**config.mk**
```make
export PLATFORM = sky130hd
export DESIGN_NAME = ispm_lsu_router
export DESIGN_NICKNAME = d
export VERILOG_FILES = /design/src/rtl/spm_pkg.sv /design/src/rtl/ispm_lsu_router.sv
export SDC_FILE = /design/constraint.sdc
export NUM_CORES = 1
export LEC_CHECK = 0
export BUFFER_PORTS_ARGS = -buffer_cell sky130_fd_sc_hd__buf_2
export CAP_MARGIN = 20
export CORE_AREA = 3 3 242 244
export DETAILED_ROUTE_END_ITERATION = 12
export DIE_AREA = 0 0 245 247
export PLACE_DENSITY = 0.42
export SLEW_MARGIN = 30
export SYNTH_ARGS = -nofsm -noshare
export SYNTH_HDL_FRONTEND = slang
export SYNTH_SLANG_ARGS = --single-unit
```
**constraint.sdc**
```tcl
create_clock -name clk_i -period 4.58 [get_ports clk_i]
set_input_delay 0 -clock clk_i [delete_from_list [all_inputs] [get_ports clk_i]]
set_output_delay 0 -clock clk_i [all_outputs]
set_load 0.03 [all_outputs]
```
**src/rtl/spm_pkg.sv**
```systemverilog
// spm_pkg: shared request/response types, router states and I-SPM window decode.
package spm_pkg;
  localparam int unsigned IDX_W = 12;
  localparam int unsigned TAG_W = 52;
  localparam logic [63:0] SPM_BASE_DEFAULT = 64'h0000_0000_7000_0000;
  localparam logic [63:0] SPM_SIZE_DEFAULT = 64'h0000_0000_0001_0000;
  typedef enum logic [1:0] {IDLE, SPM_WAIT, SPM_RESP} router_state_t;
  typedef struct packed {
    logic [IDX_W-1:0] address_index;
    logic [TAG_W-1:0] address_tag;
    logic [63:0]      data_wdata;
    logic             data_req;
    logic             data_we;
    logic [7:0]       data_be;
    logic [1:0]       data_size;
    logic             kill_req;
    logic             tag_valid;
  } dcache_req_i_t;
  typedef struct packed {
    logic        data_gnt;
    logic        data_rvalid;
    logic [63:0] data_rdata;
  } dcache_req_o_t;
  function automatic logic spm_addr_hit(input logic [63:0] paddr, input logic [63:0] base,
                                        input logic [63:0] size);
    return (paddr & ~(size - 64'd1)) == base;
  endfunction
endpackage

```
**src/rtl/ispm_lsu_router.sv**
```systemverilog
// ispm_lsu_router: steers LSU requests to D-cache or I-SPM by address, keeping responses in order.
module ispm_lsu_router
  import spm_pkg::*;
#(
  parameter logic [63:0] SPM_BASE = SPM_BASE_DEFAULT,
  parameter logic [63:0] SPM_SIZE = SPM_SIZE_DEFAULT,
  parameter int unsigned MAX_DC_OUTSTANDING = 2
) (
  input  logic          clk_i,
  input  logic          rst_i,
  input  dcache_req_i_t lsu_req_i,
  output dcache_req_o_t lsu_rsp_o,
  output dcache_req_i_t dc_req_o,
  input  dcache_req_o_t dc_rsp_i,
  output dcache_req_i_t spm_req_o,
  input  dcache_req_o_t spm_rsp_i,
  output logic          spm_hit_o
);
  localparam int unsigned CW = $clog2(MAX_DC_OUTSTANDING + 1);
  localparam logic [CW-1:0] DC_MAX = CW'(MAX_DC_OUTSTANDING);
  router_state_t state_q, state_d;
  logic [CW-1:0] dc_cnt_q, dc_cnt_d;
  logic [63:0] rdata_q, rdata_d;
  dcache_req_i_t req_q, req_d;
  logic hit, spm_fire, spm_active, spm_we, spm_wr_done, spm_rd_done;
  logic dc_go, dc_inc, dc_dec, dc_full;
  assign hit = spm_addr_hit({lsu_req_i.address_tag, lsu_req_i.address_index}, SPM_BASE, SPM_SIZE);
  assign spm_hit_o = hit & lsu_req_i.data_req;
  assign dc_full = dc_cnt_q == DC_MAX;
  // SPM is only issued once every D-cache read has returned, which keeps responses ordered
  assign spm_fire = !rst_i & state_q == IDLE & spm_hit_o & dc_cnt_q == '0;
  assign spm_active = spm_fire | (!rst_i & state_q == SPM_WAIT);
  assign spm_we = state_q == SPM_WAIT ? req_q.data_we : lsu_req_i.data_we;
  assign spm_wr_done = spm_active & spm_we & spm_rsp_i.data_gnt;
  assign spm_rd_done = spm_active & !spm_we & spm_rsp_i.data_rvalid;
  assign dc_go = !rst_i & state_q == IDLE & lsu_req_i.data_req & !hit & (lsu_req_i.data_we | !dc_full);
  assign dc_inc = dc_go & dc_rsp_i.data_gnt & !lsu_req_i.data_we;
  assign dc_dec = !rst_i & dc_rsp_i.data_rvalid & dc_cnt_q != '0;
  always_ff @(posedge clk_i) begin
    if (rst_i) state_q <= IDLE;
    else state_q <= state_d;
  end
  always_comb begin
    state_d = spm_rd_done ? SPM_RESP :
              spm_wr_done ? IDLE :
              spm_fire ? SPM_WAIT :
              state_q == SPM_RESP ? IDLE : state_q;
    dc_cnt_d = dc_cnt_q + CW'(dc_inc) - CW'(dc_dec);
    rdata_d = spm_rd_done ? spm_rsp_i.data_rdata : rdata_q;
    req_d = spm_fire ? lsu_req_i : req_q;
  end
  always_comb begin
    spm_req_o = state_q == SPM_WAIT ? req_q : lsu_req_i;
    spm_req_o.kill_req = 1'b0;
    spm_req_o.data_req = spm_active;
    dc_req_o = lsu_req_i;
    dc_req_o.data_req = dc_go;
    lsu_rsp_o.data_gnt = spm_wr_done | spm_rd_done | (dc_go & dc_rsp_i.data_gnt);
    lsu_rsp_o.data_rvalid = !rst_i & (state_q == SPM_RESP | dc_dec);
    lsu_rsp_o.data_rdata = !lsu_rsp_o.data_rvalid ? '0 : state_q == SPM_RESP ? rdata_q : dc_rsp_i.data_rdata;
  end
  always_ff @(posedge clk_i) begin
    if (rst_i) begin
      dc_cnt_q <= '0;
      rdata_q <= '0;
      req_q <= '0;
    end else begin
      dc_cnt_q <= dc_cnt_d;
      rdata_q <= rdata_d;
      req_q <= req_d;
    end
  end
  a_no_overflow: assert property (@(posedge clk_i) disable iff (rst_i) !(dc_inc & !dc_dec & dc_full));
  a_no_underflow: assert property (@(posedge clk_i) disable iff (rst_i) !(dc_dec & !dc_inc & dc_cnt_q == '0));
  a_rvalid_after_gnt: assert property (@(posedge clk_i) disable iff (rst_i)
    lsu_rsp_o.data_rvalid |-> (state_q == SPM_RESP || dc_cnt_q != '0));
  a_spm_stable: assert property (@(posedge clk_i) disable iff (rst_i)
    (state_q == SPM_WAIT && state_d == SPM_WAIT) |=> $stable(spm_req_o));
endmodule

```
# Yosys cells after proc, flatten, opt, wreduce, memory -nomap -nowiden
# Index checks and enable logic that the tools add are counted.
[totals]
output_inout_bits = 351
reg_bits = 210
word_cells = 60
[op_classes]
n_mux = 8
eq_ne = 4
bitwise_logic = 22
n_addsub = 2
reduce_logical = 11
[op_table]
columns = ["operator", "count"]
rows = [
  ["142-bit 2-to-1 mux", 1],
  ["64-bit 2-to-1 mux", 2],
  ["48-bit by 15-bit == test with 1-bit output, second input constant", 1],
  ["1-bit bitwise AND", 17],
  ["2-bit 2-to-1 mux", 4],
  ["1-bit zero test", 5],
  ["1-bit bitwise OR", 5],
  ["2-bit == test, second input constant", 2],
  ["2-bit zero test", 2],
  ["2-bit nonzero test", 2],
  ["4-bit nonzero test", 1],
  ["3-bit OR reduction", 1],
  ["2-bit by 1-bit adder with 2-bit output", 1],
  ["2-bit by 1-bit == test with 1-bit output, second input constant", 1],
  ["2-bit by 1-bit subtractor with 2-bit output", 1],
  ["1-bit 2-to-1 mux", 1],
]

# Logic depth before layout (Yosys ltp)
[depth]
word_depth = 9
ltp_mapped = 11

# Worst setup path after synthesis
# No wires, ideal clock.
[synth_timing]
kind = "reg-to-reg"
startpoint = "register state_q[1]"
endpoint = "register rdata_q[20]"
required_ps = 4459
path_buffers = 3
synth_period_minus_slack_ps = 1908
path_stages_with_launch = 8
arrival_ps = 1787
slack_ps = 2672
path_cell_list = "dfxtp_1 -> nand2b_1 -> clkbuf_1 -> mux2i_1 -> o211ai_2 -> buf_6 -> buf_6 -> mux2_4"
[synth_between]
elab_chain_cells = 7
elab_cells_between_ends = 11
[synth_rtl]
columns = ["item", "line", "source"]
rows = [
  ["from (decl)", "ispm_lsu_router.sv:21", "router_state_t state_q, state_d;"],
  ["from (signal assigned)", "ispm_lsu_router.sv:41", "else state_q <= state_d;"],
  ["2-bit zero test", "ispm_lsu_router.sv:31", "assign spm_fire = !rst_i & state_q == IDLE & spm_hit_o & dc_cnt_q == '0;"],
  ["1-bit bitwise AND (3 in a row)", "ispm_lsu_router.sv:31", ""],
  ["1-bit bitwise OR", "ispm_lsu_router.sv:32", "assign spm_active = spm_fire | (!rst_i & state_q == SPM_WAIT);"],
  ["1-bit bitwise AND * (2 in a row)", "ispm_lsu_router.sv:35", "assign spm_rd_done = spm_active & !spm_we & spm_rsp_i.data_rvalid;"],
  ["to (signal assigned)", "ispm_lsu_router.sv:69", "rdata_q <= rdata_d;"],
  ["to (decl)", "ispm_lsu_router.sv:23", "logic [63:0] rdata_q, rdata_d;"],
]
# Every way passes the cells marked *; elsewhere a longest branch is shown, timed or not.
# A chain may end at the register's enable or synchronous reset.

==> parameters.txt <==
Parameter                              Value

Run status
  Result of the run    finished clean

Worst setup path
  Total stage count of the critical path    6
  Destination of the worst register-to-register timing path    rdata_q[58]
  CP bufs+invs    1
  Worst r2r src    state_q[0]
  Chain of cells forming the critical path    nor4b_2 > and2_1 > and4_4 > nor2_1 > o2bb2ai_1 > buf_2
  Worst Setup EP    lsu_rsp_o[65]
  Type of the setup path with the least slack    flop to output pin
  Max stage delay cell, worst path    and4_4
  Kind of cell adding the most delay to the critical path    simple AND/OR/NAND/NOR gates
  Data required, critical path    4.58 ns
  Crit path launch    state_q[0]
  Worst Setup Start Kind    flop
  Register-to-register setup slack    1.90 ns
  Maximum fanout along the worst path    42
  Worst r2r path cells    6
  Maximum cell stage delay along the critical path    0.67 ns
  Type of destination of the critical path    output pin
  Data arrival time at the worst-slack endpoint    2.88 ns

Power
  Maximum vdd drop    0.2706 mV
  Switching pwr    1.329 mW
  Share of total power in the clock network    0.419
  Static power due to leakage    7.747 nW
  Part of the total power dissipated in combinational logic    0.187
  Switching Fraction    0.2885
  Register share of total power    0.393
  Power density over the cells    279.8 nW/um2
  Internal power contribution    3.277 mW

Die
  Ports    627
  Die Width    245 um
  Core Footprint    56500 um2
  Rows    87
  Initial standard-cell utilization of the core    0.1967
  Full die area    60520 um2
  Die Ht    247 um

Timing
  Final setup violation count    0
  Pins over their slew limit    0
  Worst-margin pin slew    0.8781 ns
  Final critical path time including I/O delays and setup    2.878 ns
  Sum Neg Setup Slack    0 ns
  Max_slew headroom    0.4146
  Final worst clock skew    0.01421 ns
  Unrepaired setup endpoints after global routing    false
  Count of final hold-check violations    0
  Period Utilization, post-route    0.6284
  Achievable Freq    347.4 MHz

GRT
  Total global routing overflow    0
  Number of global-route vias before repair    10700
  Maximum number of pins on one net before global-route repair    104
  Total routing resource utilization after global routing    0.1294
  Initial antenna violation count    1
  Wire length of the first global-routing pass    62.38 mm

Clocking
  Hold buffer count at CTS    181
  CTS tree    built
  Clock latency at the later pin of the worst-skew pair    0.54 ns
  Maximum clock insertion buffer count    3
  Root Buffer    clkbuf_16
  Count of instances resized after the clock tree is built    0
  Count of buffers added by post-CTS timing repair for setup    0
  Total clock buffers created by CTS    26
  Clock transition at the register clock pins on the worst setup and hold paths after CTS    0.06 ns
  CTS H-tree lvls    1
  CTS sink count    208

Placement
  Post-Place Cell Area    13850 um2
  Hpwl dp    30.76 mm
  Final weighted congestion in routability-driven placement    0.8510
  # port buffers    623

Logic synthesis
  Netlist area before placement    11110 um2
  Net Count, Synth    1573
  Synthesized netlist cell count    1295
  Count of cell types in the netlist    34
  Yosys synthesis warning count    0
  Number of flip-flops and latches in the synthesized netlist    208
  Synthesized area divided by synthesized cell count    8.583 um2
  Share of the yosys chip area belonging to registers    0.3746

Drt
  First-pass DRT Iterations    5
  Wire length reported by the detailed router    42.65 mm
  Number of vias after detailed routing    10880
  Mean routed wirelength per cell    15.97 um
  Post-route antenna net violation count    0
  Drt via density    4.072
  Number of DRC markers in iteration 0    453
  Residual DRC    0

Job
  Count of maximum capacitance violations    0

Layout
  Final design area excluding fillers    16460 um2
  Layout cell share with drive strength beyond 1    0.4554
  Layout Utilization    0.2913
  Number of nets in the layout    2177
  Antenna diodes    0
  Layout Area Growth over Synthesis    48.07%

Worst hold path
  Tightest Hold Check Type    input pin to output pin
## layout by cell type, fill, tap and decap left out, types with 2 or more instances in the layout
master and n:
buf_4 7, and2_1 2, clkinv_2 2, and3_1 46, nor2_1 11, buf_2 622
dlygate4sd3_1 181, clkbuf_1 9, dfxtp_1 208, nand2_1 331, buf_12 3, mux2_4 39
mux2_2 155, mux2i_1 11, and4_1 3, clkbuf_16 27, buf_6 2, nor4_1 10
inv_1 4, clkbuf_8 4, ha_1 2, nor2b_1 56, a21oi_1 157
## worst register-to-register path: cells and delay by family, from the launching register on
family          cells  cell delay [ns]
flops               1             0.41
mux                 1             0.46
simple gates        3             1.29
compound gates      1             0.17
buf+inv             1             0.23
## Yosys cell counts
library cell / number / area share
nand2_1: 331 / 0.11
dfxtp_1: 208 / 0.37
a21oi_1: 158 / 0.071
mux2_2: 155 / 0.16
buf_4: 146 / 0.099
clkbuf_1: 69 / 0.023
nor2b_1: 57 / 0.032
and3_1: 46 / 0.026
mux2_4: 39 / 0.053
mux2i_1: 11 / 0.0099
nor2_1: 11 / 0.0037
buf_1: 10 / 0.0034
nor4_1: 10 / 0.0056
buf_2: 9 / 0.0041
buf_6: 5 / 0.0051
inv_1: 5 / 0.0017
and4_1: 4 / 0.0032
nand2b_1: 3 / 0.0017
and2_1: 2 / 0.0011
ha_1: 2 / 0.0023
conb_1: 1 / 0.00034
nand3b_1: 1 / 0.00068
nand4_1: 1 / 0.00056
nor3b_1: 1 / 0.00068
nor4b_1: 1 / 0.00079
nor4b_2: 1 / 0.0014
nor4bb_1: 1 / 0.00090
o211a_1: 1 / 0.00090
o211ai_2: 1 / 0.0011
o21ai_0: 1 / 0.00045
o221a_2: 1 / 0.0010
o2bb2ai_1: 1 / 0.00079
xnor2_1: 1 / 0.00079
xor2_1: 1 / 0.00079
## stage by stage
step,std cells,hold slack [ns],power [mW],setup slack (ns)
2_1_floorplan,1295,0.1317,2.370,2.672
3_3_place_gp,2446,0.0008163,2.608,1.775
3_5_place_dp,2446,0.0008163,2.606,1.791
4_1_cts,2671,0.0008163,4.710,1.547
5_1_grt,2671,0.0003440,4.813,1.441
6_report,2671,0.0002792,4.605,1.702
## state kept, by name, summed over array words and instances (netlist names)
| register | flops |
|---|---|
| rdata_q | 64 |
| req_q | 140 |
| state_q | 2 |
| dc_cnt_q | 2 |
## kinds of logic (layout without fill, tap and decap cells)
logic type,Yosys count,count (layout),synth area share
buf+inv,244,864,0.1361
flops,208,208,0.3746
xor+xnor,2,2,0.001576
compound gates,163,163,0.07542
other cells,1,1,0.0003374
mux,205,205,0.2196
simple gates,470,470,0.1900
fa+ha+maj,2,2,0.002251
## per-layer routing
layer	global-route usage	wire length [um]
met1	0.1657	18290
met2	0.2279	21270
met3	0.02071	2260
met4	0.02987	824
met5	0	0
## power by group through the flow
stage / Sequential [mW] / Clock [mW] / Combinational, mW
2_1_floorplan: 1.85 / 0 / 0.518
5_1_grt: 1.81 / 2.09 / 0.915
6_report: 1.81 / 1.93 / 0.863
3_3_place_gp: 1.85 / 0 / 0.757
3_5_place_dp: 1.85 / 0 / 0.754
4_1_cts: 1.81 / 2.03 / 0.867
## how the worst min path moves through the flow
| stage | startpoint | to | slack (ns) | cells past startpoint |
|---|---|---|---|---|
| floorplan | lsu_req_i[0] | dc_req_o[0] | 0.13 | 1 |
| global placement | lsu_req_i[1] | dc_req_o[1] | 0.0008 | 0 |
| detailed placement | lsu_req_i[1] | dc_req_o[1] | 0.0008 | 0 |
| CTS | lsu_req_i[1] | dc_req_o[1] | 0.0008 | 0 |
| global route | lsu_req_i[1] | dc_req_o[1] | 0.0003 | 0 |
| finish | lsu_req_i[1] | dc_req_o[1] | 0.0003 | 0 |
## final cells by class
cell class / instances / area (um2)
clock inverter: 4 / 26.28
timing repair buffer: 815 / 5060
multi-input combinational: 843 / 5478
tap: 756 / 945.9
clock buffer: 40 / 764.5
sequential: 208 / 4164
inverter: 5 / 18.77
fill: 6030 / 40040
Note: power is estimated with default switching activity, not from simulation.
